==> config.mk <==
export PLATFORM = sky130hd
export DESIGN_NAME = keypad_scanner
export DESIGN_NICKNAME = d
export VERILOG_FILES = /design/src/rtl/keypad_scanner.sv
export SDC_FILE = /design/constraint.sdc
export NUM_CORES = 1
export LEC_CHECK = 0
export ABC_AREA = 1
export CAP_MARGIN = 10
export CORE_ASPECT_RATIO = 0.8
export CORE_MARGIN = 3
export CORE_UTILIZATION = 35
export CTS_CLUSTER_SIZE = 12
export DETAILED_ROUTE_END_ITERATION = 8
export DONT_BUFFER_PORTS = 1
export HOLD_SLACK_MARGIN = 0.12
export PLACE_DENSITY = 0.57
export SYNTH_ARGS = -nofsm -noshare
export SYNTH_HDL_FRONTEND = slang
export SYNTH_SLANG_ARGS = --single-unit
==> constraint.sdc <==
create_clock -name clk -period 3.89 [get_ports clk]
set_clock_uncertainty 0.2 [all_clocks]
set_input_delay 0.5835 -clock clk [delete_from_list [all_inputs] [get_ports clk]]
set_output_delay 0.5835 -clock clk [all_outputs]
set_load 0.02 [all_outputs]
==> src/rtl/keypad_scanner.sv <==
// 4x4 active-low matrix keypad scanner with press/release debounce.
// Accepted keys are decoded to hex and shifted into a two-digit history for the display mux.
module keypad_scanner #(
  parameter int unsigned SCAN_DIV        = 24000,
  parameter int unsigned DEBOUNCE_CYCLES = 480000
) (
  input  logic       clk,
  input  logic       reset,
  input  logic [3:0] row,
  output logic [3:0] col,
  output logic [3:0] key,
  output logic       key_valid,
  output logic [3:0] digit_new,
  output logic [3:0] digit_old
);

  localparam int unsigned DIV_W = (SCAN_DIV > 1) ? $clog2(SCAN_DIV) : 1;
  localparam int unsigned DB_W  = (DEBOUNCE_CYCLES > 1) ? $clog2(DEBOUNCE_CYCLES) : 1;
  localparam logic [DIV_W-1:0] DIV_LAST = DIV_W'(SCAN_DIV - 1);
  localparam logic [DB_W-1:0]  DB_LAST  = DB_W'(DEBOUNCE_CYCLES - 1);

  typedef enum logic [1:0] {
    SCAN     = 2'd0,
    DEBOUNCE = 2'd1,
    HELD     = 2'd2,
    RELEASE  = 2'd3
  } state_t;

  state_t           state;
  logic [DIV_W-1:0] div_cnt;
  logic [DB_W-1:0]  db_cnt;
  logic [3:0]       sync1;
  logic [3:0]       rs;
  logic [1:0]       r_q;
  logic [1:0]       c_q;
  logic [1:0]       row_idx_c;
  logic [1:0]       col_idx_c;
  logic [3:0]       code_c;
  logic             row_up_c;

  // Two-flop synchronizer; idles at "no key" so reset never looks like a press.
  always_ff @(posedge clk) begin
    if (!reset) begin
      sync1 <= 4'b1111;
      rs    <= 4'b1111;
    end else begin
      sync1 <= row;
      rs    <= sync1;
    end
  end

  // Lowest pressed row wins; column index follows the driven zero.
  always_comb begin
    row_idx_c = 2'd0;
    if (!rs[0])      row_idx_c = 2'd0;
    else if (!rs[1]) row_idx_c = 2'd1;
    else if (!rs[2]) row_idx_c = 2'd2;
    else if (!rs[3]) row_idx_c = 2'd3;

    col_idx_c = 2'd0;
    case (col)
      4'b1110: col_idx_c = 2'd0;
      4'b1101: col_idx_c = 2'd1;
      4'b1011: col_idx_c = 2'd2;
      4'b0111: col_idx_c = 2'd3;
      default: col_idx_c = 2'd0;
    endcase

    row_up_c = rs[r_q];
  end

  // Keypad legend for the latched (row, column).
  always_comb begin
    code_c = 4'h0;
    case ({r_q, c_q})
      4'b00_00: code_c = 4'h1;
      4'b00_01: code_c = 4'h2;
      4'b00_10: code_c = 4'h3;
      4'b00_11: code_c = 4'hA;
      4'b01_00: code_c = 4'h4;
      4'b01_01: code_c = 4'h5;
      4'b01_10: code_c = 4'h6;
      4'b01_11: code_c = 4'hB;
      4'b10_00: code_c = 4'h7;
      4'b10_01: code_c = 4'h8;
      4'b10_10: code_c = 4'h9;
      4'b10_11: code_c = 4'hC;
      4'b11_00: code_c = 4'hE;
      4'b11_01: code_c = 4'h0;
      4'b11_10: code_c = 4'hF;
      4'b11_11: code_c = 4'hD;
      default:  code_c = 4'h0;
    endcase
  end

  // Scan / debounce / hold / release-debounce sequencer with registered outputs.
  always_ff @(posedge clk) begin
    if (!reset) begin
      state     <= SCAN;
      div_cnt   <= '0;
      db_cnt    <= '0;
      col       <= 4'b1110;
      r_q       <= 2'd0;
      c_q       <= 2'd0;
      key       <= 4'h0;
      key_valid <= 1'b0;
      digit_new <= 4'h0;
      digit_old <= 4'h0;
    end else begin
      key_valid <= 1'b0;
      case (state)
        SCAN: begin
          if (div_cnt == DIV_LAST) begin
            div_cnt <= '0;
            if (rs == 4'b1111) begin
              col <= {col[2:0], col[3]};
            end else begin
              r_q    <= row_idx_c;
              c_q    <= col_idx_c;
              db_cnt <= '0;
              state  <= DEBOUNCE;
            end
          end else begin
            div_cnt <= div_cnt + DIV_W'(1);
          end
        end

        DEBOUNCE: begin
          if (row_up_c) begin
            div_cnt <= '0;
            state   <= SCAN;
          end else if (db_cnt == DB_LAST) begin
            state     <= HELD;
            key       <= code_c;
            key_valid <= 1'b1;
            digit_new <= code_c;
            digit_old <= digit_new;
          end else begin
            db_cnt <= db_cnt + DB_W'(1);
          end
        end

        HELD: begin
          if (row_up_c) begin
            db_cnt <= '0;
            state  <= RELEASE;
          end
        end

        RELEASE: begin
          // A low sample here is contact bounce on the held key, not a new press.
          if (!row_up_c) begin
            state <= HELD;
          end else if (db_cnt == DB_LAST) begin
            div_cnt <= '0;
            state   <= SCAN;
          end else begin
            db_cnt <= db_cnt + DB_W'(1);
          end
        end

        default: begin
          state <= SCAN;
        end
      endcase
    end
  end

endmodule

======== After elaboration in Yosys (flattened, before gate mapping) ========
Memories as Yosys holds them, arrays and structs flattened. A register that Yosys moved wholly into a read port is not among the register bits.
Index checks and enable logic that the tools add are counted.
W data, S select, Z words.
word-level totals
  bits in registers ....................... 57
  bits in read-only memories .............. 64
  logic and storage cells ................. 74
  memories ................................ 1
operators by class
  add/subtract/negate cells ............... 2
  $lt $le $gt $ge ......................... 1
  equality and inequality tests ........... 18
  muxes and demuxes ....................... 28
  bitwise logic cells ..................... 4
  reductions and logical operators ........ 10
memory list
  name             depth  bits a word  read ports  clocked after Yosys merged registers in  write ports  line  RTL
  (no name shown)  16     4            1           1                                        0            75    case ({r_q, c_q})
operators with widths
  kind                     count
  $mux W19                 6
  $pmux W19 S4             1
  $mux W15                 4
  $pmux W15 S3             1
  $mux W2                  11
  $add A19 B1 Y19 const B  1
  $eq A19 B19 Y1 const B   1
  $add A15 B1 Y15 const B  1
  $eq A15 B15 Y1 const B   1
  $ne A2 B2 Y1 const B     7
  $eq A4 B4 Y1 const B     3
  $reduce_and A5 Y1        2
  $reduce_and A3 Y1        3
  $pmux W2 S4              1
  $ne A3 B3 Y1 const B     2
  $pmux W2 S3              1
  $eq A2 B2 Y1 const B     2
  $eq A4 B3 Y1 const B     1
  $not A1 Y1               4
  $reduce_and A4 Y1        1
  $lt A2 B3 Y1 const B     1
  $reduce_bool A3 Y1       1
  $reduce_or A3 Y1         1
  $bmux W1 S2              1
  other kinds (4)          5

======== Longest topological paths before layout ========
  depth after elaboration ................. 4
  mapped depth ............................ 13
  depth with buffers taken out ............ 12

======== Least setup slack after synthesis ========
Ideal clock, no wire load.
  path kind ............................... reg-to-reg
  start point ............................. reg db_cnt[1]
  end point ............................... reg db_cnt[16]
  library setup time ...................... 0.067 ns
  arrival ................................. 1.564 ns
  data required time ...................... 3.623 ns
  path slack .............................. 2.058 ns
  stages on the path, launching flop included .. 11
  buffers on the path ..................... 1
  clock period less this slack ............ 1.832 ns
  path through ............................ dfxtp_1 ha_1 nand3_2 nor2_4 nand4_1 nand2_2 inv_2 nand2_2 buf_6 nand2_1 a21oi_2
between the ends
  cells in the longest elaborated chain, start to end .. 4
  elaborated cells on any way between the ends .. 6
  those cells by class .................... add/sub (1); eq/ne (1); mux (4)
ends and longest elaborated chain
  what                                                      line      RTL
  start, declared                                           31        logic [DB_W-1:0] db_cnt;
  start signal, assigned                                    139       db_cnt <= db_cnt + DB_W'(1);
  start signal, assigned                                    158       db_cnt <= db_cnt + DB_W'(1);
  $add A19 B1 Y19 / $eq A19 B19 Y1 (equally long branches)  n/a
  $mux W19 (*)                                              132, 154
  $mux W19, on equally long branches                        152, 129
  $pmux W19 S4 (*)                                          111       case (state)
Mark *: on every way between the ends. The rest lies on a longest branch, timed or not. The select of a mux whose other input is x is not followed.
A chain may end at the register's enable or synchronous reset.

======== Final worst setup path ========
  start point ............................. reg state[0]
  end point ............................... reg digit_new[3]
between the ends
  cells in the longest elaborated chain, start to end .. 2
ends and longest elaborated chain
  what                         line  RTL
  start, declared              29    state_t state;
  start signal, assigned       99    state <= SCAN;
  start signal, assigned       121   state <= DEBOUNCE;
  start signal, assigned       131   state <= SCAN;
  $eq A2 B1 Y1                 111
  $reduce_and A3 Y1 (no line)  n/a
  end signal, assigned         136   digit_new <= code_c;
  end, declared                13    output logic [3:0] digit_new,
No other way between the ends.

==> flow_metrics.tcl <==
set metrics [dict create \
    status "finished, final reports clean" \
    htreeDepth 3 \
    criticalPathCategory "reg -> reg" \
    fin_crit_sh_pct 70.6 \
    nFillCells 1052 \
    syn_to_final_growth_pct 8.79 \
    final_cell_mix "nand2_1 (149), nor2_1 (85), dfxtp_1 (61)" \
    clock_latency_ns 0.33 \
    yosys_warnings 0 \
    cts_hold_buffers 0 \
    drive_gt1_share_pct 10.2 \
    seq_area_frac_synth_pct 34.2 \
    row_count 32 \
    synth-edff-count 0 \
    net-switching-power_uw 312 \
    fin_nets 546 \
    cts-root-buf "clkbuf_16" \
    slew_headroom_pct 55.1 \
    p_leak_uw 0.00146 \
    die_x_um 119 \
    min_path_cells 1 \
    cp_max_fo 22 \
    cts_setup_buffers 0 \
    path_clk_slew_ns 0.06 \
    combPwrFrac_pct 2.3 \
    fin_tns_setup_ns 0 \
    netlist_top_cells_area "dfxtp_1 (34%), nand2_1 (16%), nor2_1 (8.9%)" \
    hpwl_mm 5.54 \
    crit_required_ns 3.92 \
    drtIter0Drc 148 \
    finalMaxSlewViolations 0 \
    boundaryPins 23 \
    ir_worst_vdd_uv 200 \
    holdWs_ns 0.148 \
    setup-violations-final 0 \
    postCtsResizedCells 0 \
    grt_usage_pct 14.5 \
    wirelength_mm 7.81 \
    synth.distinct_cells 38 \
    netlist.area_leader.share_pct 34.2 \
    cap_viol_max_count 0 \
    worstPathArrival_ns 2.78 \
    hold_path_class "in -> reg" \
    clock_path_buffers 2 \
    start_kind "flip-flop" \
    fmax_ghz 0.364 \
    period_minus_slack_ns 2.75 \
    cts_buffers 9 \
    finalHoldViolCount 0 \
    via_per_inst 4.76 \
    portBuffers 0 \
    via_count 3210 \
    design.core.area_um2 9810 \
    wl_per_cell_um 11.6 \
    cts.sinks 61 \
    netlist_area_um2 3570 \
    crit_path_end_kind "flip-flop" \
    yosysTopAreaCell "dfxtp_1" \
    syn_nets 558 \
    grt_pass1_wl_mm 13.4 \
    drc_errors 0 \
    ys_seq_elements 61 \
    clock_power_share_pct 52.9 \
    syn_inst 545 \
    initial_core_util_pct 36.4 \
    r2r_setup_slack_ns 1.14 \
    first_global_vias 2877 \
    grt_max_degree 23 \
    grt_overflow_total 0 \
    p_sw_share_pct 22.0 \
    dieArea_um2 11500 \
    powerDensity_nw_per_um2 365 \
    synth-main-ff-cell "dfxtp_1" \
    gp_congestion 0.806 \
    tritoncts "yes" \
    synth.avg_cell_area_um2 6.56 \
    rsz0062_at_grt "no" \
    drtAntennaViolNets 0 \
    p_int_uw 1110 \
    diodes 0 \
    antenna_found_initial 0 \
    async_reset_ff_share_pct 0 \
    tightest_slew_ns 0.673 \
    r2r_cells 6 \
    die_h_um 96.4 \
    power_frac_seq_pct 44.8 \
    layout_commonest_cell "nand2_1" \
    first_pass_iters 4 \
]
==> worst paths after layout <==
check,from,endpoint
max,state[0],digit_new[3]
min,reset,col[2]
max reg2reg,state[0],digit_new[3]
min reg2reg,sync1[3],rs[3]
==> layout make-up <==
type / count / area (µm²) / area share, %
multi-input cells: 414 / 2030 / 52.1
flip-flops and latches: 61 / 1220 / 31.4
clock buffers: 11 / 253 / 6.50
inverters: 46 / 176 / 4.54
well taps: 136 / 170 / 4.38
clock inverters: 5 / 35.0 / 0.901
repair buffers: 1 / 7.51 / 0.193
==> through the flow <==
step | total power (µW) | instance area, µm² | cells | worst slack, ns | utilization, %
2_1_floorplan | 676 | 3570 | 545 | 2.06 | -
3_3_place_gp | 680 | 3600 | 658 | 1.25 | 36.7
3_5_place_dp | 681 | 3600 | 658 | 1.13 | 36.7
4_1_cts | 1440 | 3890 | 674 | 1.11 | 39.6
5_1_grt | 1480 | 3890 | 674 | 0.918 | 39.6
6_report | 1420 | 3890 | 674 | 1.14 | 39.6
==> per-layer routing <==
layer  up-vias  GRT usage [%]  wire, µm
li1       1706              -         -
met1      1447           18.8      4050
met2        50           22.4      3340
met3         7           5.65       351
met4         0           4.34        63
met5         -              0         0
==> state kept, by name, summed over array words and instances (netlist names), named ones only <==
register	cells
key_valid	1
col	4
c_q	2
digit_new	4
sync1	4
div_cnt	15
state	1
db_cnt	19
r_q	2
rs	4
digit_old	4
==> cells by family after synthesis <==
kind of cell | Yosys count | synth area share, %
AOI/OAI and AO/OA | 67 | 10.1
xor gates and xnor gates | 16 | 3.92
adders and majority gates | 7 | 2.45
buffers and inverters | 70 | 9.17
DFF | 61 | 34.2
and+or+nand+nor | 324 | 40.2
==> power groups by stage <==
| stage | sequential (µW) | combinational (µW) | clock (µW) |
|---|---|---|---|
| 2_1_floorplan | 648 | 28.4 | 0 |
| 3_3_place_gp | 649 | 31.7 | 0 |
| 3_5_place_dp | 649 | 32.6 | 0 |
| 4_1_cts | 636 | 32.7 | 775 |
| 5_1_grt | 636 | 37.7 | 804 |
| 6_report | 636 | 32.0 | 751 |
==> critical path, cell delays in order (launching register included) <==
cell and delay, ns:
dfxtp_1 0.75, inv_2 0.35, or2_1 0.34, nor3_2 0.51, inv_1 0.25, nor2_1 0.17
nor2_1 0.06
==> cells in the mapped netlist (2+ instances only) <==
master,instances
a21oi_1,38
a21oi_2,2
buf_2,4
buf_4,5
buf_6,5
clkbuf_1,10
dfxtp_1,61
ha_1,7
inv_1,38
inv_2,6
nand2_1,149
nand2_2,9
nand3_1,35
nand4_1,12
nor2_1,85
nor2_2,2
nor3_1,11
nor3_2,3
nor3b_1,2
o211ai_1,3
o21ai_0,16
o21ai_1,3
o21bai_1,2
or2_2,9
xnor2_1,3
xor2_1,13
(Power assumes the default switching activity.)
